File: src/rtl/spi_lcd_tx.sv
// SPI mode-0 transmitter for 9-bit display words: bit 8 drives the DC line, bits 7:0 go out MSB first.
// Define SPI_TX_CS_PER_BYTE_EN to deassert CS_n (with a guard gap) after every byte instead of streaming.
module spi_lcd_tx #(
   parameter int CLK_DIV = 2
) (
   input  logic       CLOCK_50,
   input  logic       reset_n,
   input  logic [8:0] i_data,
   input  logic       i_valid,
   output logic       o_ready,
   output logic       o_sclk,
   output logic       o_mosi,
   output logic       o_cs_n,
   output logic       o_dc,
   output logic       o_busy,
   output logic       o_done
);

   localparam int                DIV_W    = (CLK_DIV > 1) ? $clog2(CLK_DIV) : 1;
   localparam logic [DIV_W-1:0] DIV_LOAD = DIV_W'(CLK_DIV - 1);
   localparam logic [DIV_W-1:0] DIV_ZERO = DIV_W'(0);
   localparam logic [DIV_W-1:0] DIV_ONE  = DIV_W'(1);

`ifdef SPI_TX_CS_PER_BYTE_EN
   localparam logic CS_PER_BYTE = 1'b1;
`else
   localparam logic CS_PER_BYTE = 1'b0;
`endif

   typedef enum logic [2:0] {
      ST_IDLE     = 3'd0,
      ST_SETUP    = 3'd1,
      ST_SHIFT_HI = 3'd2,
      ST_SHIFT_LO = 3'd3,
      ST_HOLD     = 3'd4
`ifdef SPI_TX_CS_PER_BYTE_EN
      , ST_GAP    = 3'd5
`endif
   } state_t;

   state_t           state_q, state_d;
   logic [DIV_W-1:0] div_q, div_d;
   logic [2:0]       bit_q, bit_d;
   logic             last_q, last_d;
   logic [6:0]       shift_q, shift_d;
   logic             sclk_q, sclk_d;
   logic             mosi_q, mosi_d;
   logic             cs_n_q, cs_n_d;
   logic             dc_q, dc_d;
   logic             busy_q, busy_d;
   logic             done_q, done_d;
   logic             ready_q, ready_d;
   logic             accept;

   // Next-state and next-output computation; ready is only ever high in IDLE or the last cycle of a byte.
   always_comb begin
      state_d = state_q;
      div_d   = div_q;
      bit_d   = bit_q;
      last_d  = last_q;
      shift_d = shift_q;
      sclk_d  = sclk_q;
      mosi_d  = mosi_q;
      cs_n_d  = cs_n_q;
      dc_d    = dc_q;
      accept  = i_valid && ready_q;

      if (accept) begin
         state_d = ST_SETUP;
         div_d   = DIV_LOAD;
         bit_d   = 3'd0;
         last_d  = 1'b0;
         shift_d = i_data[6:0];
         mosi_d  = i_data[7];
         dc_d    = i_data[8];
         cs_n_d  = 1'b0;
         sclk_d  = 1'b0;
      end else begin
         case (state_q)
            ST_IDLE: begin
               sclk_d = 1'b0;
               cs_n_d = 1'b1;
            end
            ST_SETUP: begin
               if (div_q == DIV_ZERO) begin
                  state_d = ST_SHIFT_HI;
                  sclk_d  = 1'b1;
                  div_d   = DIV_LOAD;
               end else begin
                  div_d = div_q - DIV_ONE;
               end
            end
            ST_SHIFT_HI: begin
               if (div_q == DIV_ZERO) begin
                  state_d = ST_SHIFT_LO;
                  sclk_d  = 1'b0;
                  div_d   = DIV_LOAD;
                  // The eighth fall leaves bit 0 on MOSI and marks the closing low phase.
                  if (bit_q != 3'd7) begin
                     bit_d   = bit_q + 3'd1;
                     mosi_d  = shift_q[6];
                     shift_d = {shift_q[5:0], 1'b0};
                  end else begin
                     last_d = 1'b1;
                  end
               end else begin
                  div_d = div_q - DIV_ONE;
               end
            end
            ST_SHIFT_LO: begin
               if (div_q == DIV_ZERO) begin
                  if (last_q) begin
                     state_d = ST_HOLD;
                     last_d  = 1'b0;
                     div_d   = DIV_LOAD;
                  end else begin
                     state_d = ST_SHIFT_HI;
                     sclk_d  = 1'b1;
                     div_d   = DIV_LOAD;
                  end
               end else begin
                  div_d = div_q - DIV_ONE;
               end
            end
            ST_HOLD: begin
               if (div_q == DIV_ZERO) begin
                  cs_n_d = 1'b1;
`ifdef SPI_TX_CS_PER_BYTE_EN
                  state_d = ST_GAP;
                  div_d   = DIV_LOAD;
`else
                  state_d = ST_IDLE;
`endif
               end else begin
                  div_d = div_q - DIV_ONE;
               end
            end
`ifdef SPI_TX_CS_PER_BYTE_EN
            ST_GAP: begin
               if (div_q == DIV_ZERO) begin
                  state_d = ST_IDLE;
               end else begin
                  div_d = div_q - DIV_ONE;
               end
            end
`endif
            default: begin
               state_d = ST_IDLE;
               sclk_d  = 1'b0;
               cs_n_d  = 1'b1;
               last_d  = 1'b0;
            end
         endcase
      end

      done_d  = (state_d == ST_SHIFT_LO) && last_d && (div_d == DIV_ZERO);
      ready_d = (state_d == ST_IDLE) || (done_d && !CS_PER_BYTE);
      busy_d  = (state_d != ST_IDLE);
   end

   // State and output registers with synchronous active-low reset; a reset drops any byte in flight.
   always_ff @(posedge CLOCK_50) begin
      if (!reset_n) begin
         state_q <= ST_IDLE;
         div_q   <= DIV_ZERO;
         bit_q   <= 3'd0;
         last_q  <= 1'b0;
         shift_q <= 7'd0;
         sclk_q  <= 1'b0;
         mosi_q  <= 1'b0;
         cs_n_q  <= 1'b1;
         dc_q    <= 1'b0;
         busy_q  <= 1'b0;
         done_q  <= 1'b0;
         ready_q <= 1'b0;
      end else begin
         state_q <= state_d;
         div_q   <= div_d;
         bit_q   <= bit_d;
         last_q  <= last_d;
         shift_q <= shift_d;
         sclk_q  <= sclk_d;
         mosi_q  <= mosi_d;
         cs_n_q  <= cs_n_d;
         dc_q    <= dc_d;
         busy_q  <= busy_d;
         done_q  <= done_d;
         ready_q <= ready_d;
      end
   end

   assign o_ready = ready_q;
   assign o_sclk  = sclk_q;
   assign o_mosi  = mosi_q;
   assign o_cs_n  = cs_n_q;
   assign o_dc    = dc_q;
   assign o_busy  = busy_q;
   assign o_done  = done_q;

endmodule

File: config.mk
export PLATFORM = sky130hd
export DESIGN_NAME = spi_lcd_tx
export DESIGN_NICKNAME = d
export VERILOG_FILES = /design/src/rtl/spi_lcd_tx.sv
export SDC_FILE = /design/constraint.sdc
export NUM_CORES = 1
export LEC_CHECK = 0
export BUFFER_PORTS_ARGS = -buffer_cell sky130_fd_sc_hd__buf_2
export CORE_ASPECT_RATIO = 1.1
export CORE_MARGIN = 4
export CORE_UTILIZATION = 40
export CTS_BUF_LIST = sky130_fd_sc_hd__clkbuf_8
export CTS_CLUSTER_SIZE = 20
export DETAILED_ROUTE_END_ITERATION = 10
export REMOVE_ABC_BUFFERS = 1
export SLEW_MARGIN = 20
export SYNTH_ARGS = -nofsm -noshare
export SYNTH_HDL_FRONTEND = slang
export SYNTH_SLANG_ARGS = --single-unit
File: constraint.sdc
create_clock -name CLOCK_50 -period 1.8 [get_ports CLOCK_50]
set_clock_uncertainty 0.2 [all_clocks]
set_input_delay 0.09 -clock CLOCK_50 [delete_from_list [all_inputs] [get_ports CLOCK_50]]
set_output_delay 0.09 -clock CLOCK_50 [all_outputs]
set_load 0.02 [all_outputs]
== Yosys cells after proc, flatten, opt, wreduce, memory -nomap -nowiden ==
Cells that the tools add are included.
Storage, ports and cells
  register bits: 22
Cells by class
  $add $sub $neg: 2
  equal/unequal tests: 13
  mux-type cells: 31
  bitwise operators: 4
  reductions and logical operators: 16
Operator list (number)
  $mux W7: 4
  $mux W3: 6
  $mux W1: 16
  $pmux W3 S5: 1
  $eq A3 B2 Y1 const B: 3
  $ne A2 B2 Y1 const B: 4
  $logic_not A3 Y1: 2
  $ne A3 B3 Y1 const B: 2
  $reduce_and A3 Y1: 2
  $reduce_or A3 Y1: 2
  $reduce_and A5 Y1: 1
  $ne A2 B1 Y1 const B: 2
  $not A1 Y1: 4
  $pmux W1 S2: 2
  $pmux W1 S4: 1
  $reduce_bool A2 Y1: 2
  $add A3 B1 Y3 const B: 1
  $eq A3 B1 Y1 const B: 1
  $eq A3 B3 Y1 const B: 1
  $logic_and A1 B1 Y1: 3
  $pmux W1 S3: 1
  $reduce_bool A3 Y1: 1
  $reduce_and A2 Y1: 1
  $reduce_or A2 Y1: 1
  other kinds (2): 2

== Longest topological paths before layout ==
  depth after elaboration: 8
  depth in mapped cells: 6

== Least setup slack after synthesis ==
Ideal clock, no wire load.
  path kind: register to register
  start: register div_q
  end: register bit_q[0]
  library setup time: 0.123 ns
  arrival time: 1.270 ns
  data required time: 1.477 ns
  setup slack: 0.207 ns
  stages on the path, launching flop included: 6
  path buffers: 1
  cells stage by stage: dfxtp_1 > buf_6 > or3b_4 > nor3_4 > xnor2_1 > nor2_1
Between the ends
  cells in the longest elaborated chain, start to end: 2
Ends and longest elaborated chain
  start, declared: line 42  | logic [DIV_W-1:0] div_q, div_d;
  start signal, assigned: line 178  | div_q <= div_d;
  $not A1 Y1 (no source line)
  $reduce_and A3 Y1 (no source line)
  end signal, assigned: line 179  | bit_q <= bit_d;
  end, declared: line 43  | logic [2:0] bit_q, bit_d;
Every way passes these cells.
A chain may end at the register's enable or synchronous reset.

== Worst setup path after layout ==
  start: register bit_q[0]
  end: register mosi_q, in the netlist o_mosi
Between the ends
  cells in the longest elaborated chain, start to end: 3
Ends and longest elaborated chain
  $ne A3 B3 Y1: line 99  | if (bit_q != 3'd7) begin
  $reduce_bool A2 Y1 (no source line)
  $reduce_and A3 Y1 (no source line)
  end signal, assigned: line 183  | mosi_q <= mosi_d;
  end, declared: line 47  | logic mosi_q, mosi_d;
Every way passes these cells.

==> results.py <==
metrics = {
    "clocking": {
        "cts_tree": "done",
        "htreeDepth": 1,
        "clkSlewWorstSetupHoldPaths_ns": 0.07,
        "numCtsBuffers": 3,
        "cts_root_buffer": "sky130_fd_sc_hd__clkbuf_8",
        "number_of_clock_sinks_seen_by_cts": 22,
        "clock_insertion_delay_worst_skew_ns": 0.25,
        "worst_case_clock_buffer_depth": 2,
    },
    "detailed_routing": {
        "routed_wl_um": 2150,
        "drt-wirelength-per-cell_um": 12.0,
        "met1_length_um": 977,
        "uppermost_layer_routed": "met4",
        "route.detailed.drc": 0,
        "wl_met3_um": 87,
        "drtIter0Drc": 34,
        "antenna_violating_nets_left": 0,
        "drt_pass1_iterations": 4,
        "vias_per_cell": 5.31,
        "wl_met2_um": 1060,
        "detailroute.via_count": 950,
    },
    "timing": {
        "hold_viol": 0,
        "worst_slew_margin_rel": 0.718,
        "report.final.slew_viol_count": 0,
        "timing.hold.ws_ns": 0.106,
        "final_critical_path_setup_slack_ns": 0.171,
        "worst-slew-pin-transition_ns": 0.417,
        "timing.final.crit_share": 0.905,
        "finalWorstPathRequiredPeriod_ns": 1.63,
        "max_freq_mhz": 614,
        "rsz0062_at_grt": "false",
        "final-setup-viol-count": 0,
        "fin_setup_tns_ns": 0,
    },
    "setup_path": {
        "critPathSlowestCell": "sky130_fd_sc_hd__dfxtp_1",
        "worstSetupPathType": "flip-flop to flip-flop",
        "crit_fanout": 5,
        "critical-path-max-stage-delay_ns": 0.33,
        "worst_r2r_path_depth": 5,
        "critical_path.top_delay_family": "adder cells",
        "critical_path_required_ns": 1.79,
        "end_kind": "flip-flop",
        "critical_path_cell_count": 5,
        "cp.arrival_ns": 1.61,
        "worstPathBufferInverterCount": 0,
        "startpoint_class_of_the_critical_path": "flip-flop",
        "critical_path_cell_sequence": "ha_1 > ha_1 > nor3_4 > a21oi_1 > a21oi_1",
    },
    "placed_design": {
        "placement.io_buffers": 18,
        "worst_slack_after_detailed_placement_ns": 0.104,
        "finalWeightedCongestion": 0.841,
        "hpwlAfterDp_um": 1470,
        "detailed_place.area_um2": 1100,
    },
    "power_and_ir_drop": {
        "ir_drop_uv": 568,
        "power_density_nw_per_um2": 821,
        "p_leak_nw": 0.488,
    },
    "worst_hold_path": {
        "holdCritPathClass": "input port to flip-flop",
        "worst_hold_path.num_cells": 4,
    },
    "final_layout": {
        "drive_gt1_frac": 0.221,
        "mostFrequentLayoutCell": "sky130_fd_sc_hd__a21oi_1",
        "most_flops_register": "shift_q",
        "max_reg_flops": 7,
        "syn_to_final_growth_pct": 29.1,
        "final_cell_area_um2": 1250,
        "biggestRegsByFlops": "shift_q: 7 flops, bit_q: 3 flops, state_q: 3 flops",
        "antennaDiodeCount": 0,
        "finish.net_count": 165,
        "mostFrequentLayoutCells": "26 x sky130_fd_sc_hd__a21oi_1, 22 x sky130_fd_sc_hd__dfxtp_1, 20 x sky130_fd_sc_hd__nand2_1",
    },
    "floorplanning": {
        "fp.dieW_um": 55.0,
        "die_height_um": 59.7,
        "floorplan.die_area_um2": 3280,
        "initial_utilization": 0.427,
        "fp.coreArea_um2": 2270,
        "num_rows": 18,
        "design.portCount": 19,
    },
    "global_routing": {
        "pin_count_of_the_biggest_net_entering_global_routing": 16,
        "antenna_found_initial": 0,
        "grt_usage": 0.145,
        "first_global_vias": 815,
        "first_pass_grt_wire_length_um": 3550,
        "grt_remaining_overflow": 0,
    },
    "yosys": {
        "syn-mean-instance-area_um2": 8.09,
        "synth_async_sr_flop_share": 0,
        "synth-edff-count": 0,
        "postSynth.topFlopCell": "sky130_fd_sc_hd__dfxtp_1",
        "ys_ff_latch": 22,
        "post_synth_instance_area_um2": 971,
        "yosys_warnings": 0,
        "yosys.cell_types.count": 28,
        "synth_sequential_area_ratio": 0.454,
        "synthesis.instances": 120,
    },
    "job": {
        "drv.max_cap_violation_count": 0,
    },
    "outcome": {
        "outcome": "complete, no violations",
    },
}
path summary, 6_finish.rpt:
kind                                              start                      end  slack, ns
worst max-delay path              bit_q[0]$_SDFFE_PP0P_      o_mosi$_SDFFE_PN0P_       0.17
worst min-delay path                            i_valid    state_q[0]$_SDFF_PN0_       0.11
worst max register to register    bit_q[0]$_SDFFE_PP0P_      o_mosi$_SDFFE_PN0P_       0.17
worst min register to register  shift_q[2]$_SDFFE_PN0P_  shift_q[2]$_SDFFE_PN0P_       0.25
cell families (layout without fill, tap and decap cells):
kind of cell    after synthesis  in the layout  share of synthesized area
simple gates                 39             40                      0.206
buf+inv                      10             38                     0.0490
xor+xnor                      1              1                    0.00902
flops                        22             22                      0.454
compound gates               45             45                      0.246
mux                           1              1                     0.0103
fa+ha+maj                     2              2                     0.0258
synthesized netlist by cell type, drive strengths merged (2+ instances only):
cell type,instances,share of area
a21oi,26,0.13
dfxtp,22,0.45
nand2,20,0.077
o21ai,13,0.067
clkbuf,5,0.019
nor2,4,0.015
a31oi,3,0.019
buf,3,0.022
nand3,3,0.015
nor3,3,0.027
ha,2,0.026
inv,2,0.0077
or3b,2,0.021
metal layers:
metal,vias to the layer above,track usage
li1,483,-
met3,4,0.0374
met5,-,0
met4,0,0.0417
met1,441,0.200
met2,22,0.223
worst reg2reg max path, cell delays in order (launching register included):
cell and delay, ns:
sky130_fd_sc_hd__dfxtp_1 0.33, sky130_fd_sc_hd__ha_1 0.20, sky130_fd_sc_hd__ha_1 0.27, sky130_fd_sc_hd__nor3_4 0.28
sky130_fd_sc_hd__a21oi_1 0.11, sky130_fd_sc_hd__a21oi_1 0.17
where the power goes:
part / switching [mW] / internal, mW / total, mW
Sequential: 0.0258 / 0.521 / 0.547
Clock: 0.146 / 0.149 / 0.295
Combinational: 0.102 / 0.0857 / 0.187
layout make-up:
class	instances	area, µm²
timing repair buffer	33	228
inverter	2	7.51
multi-input combinational	89	499
fill	208	1020
clock buffer	3	41.3
sequential	22	440
tap	30	37.5
per-stage QoR:
stage               total power, mW  cells   util
floorplan                     0.663    112      -
global placement              0.721    165  0.482
detailed placement            0.726    165  0.482
CTS                            1.04    178  0.544
global route                   1.09    179  0.551
finish                         1.03    179  0.551
timing repair:
item                       CTS  global route
hold buffers                10             0
setup endpoints to repair    0             6
resized for setup            0             1
setup buffers                0             0
hold endpoints to repair    11             0
No activity file was read; power rests on OpenSTA's default activity.
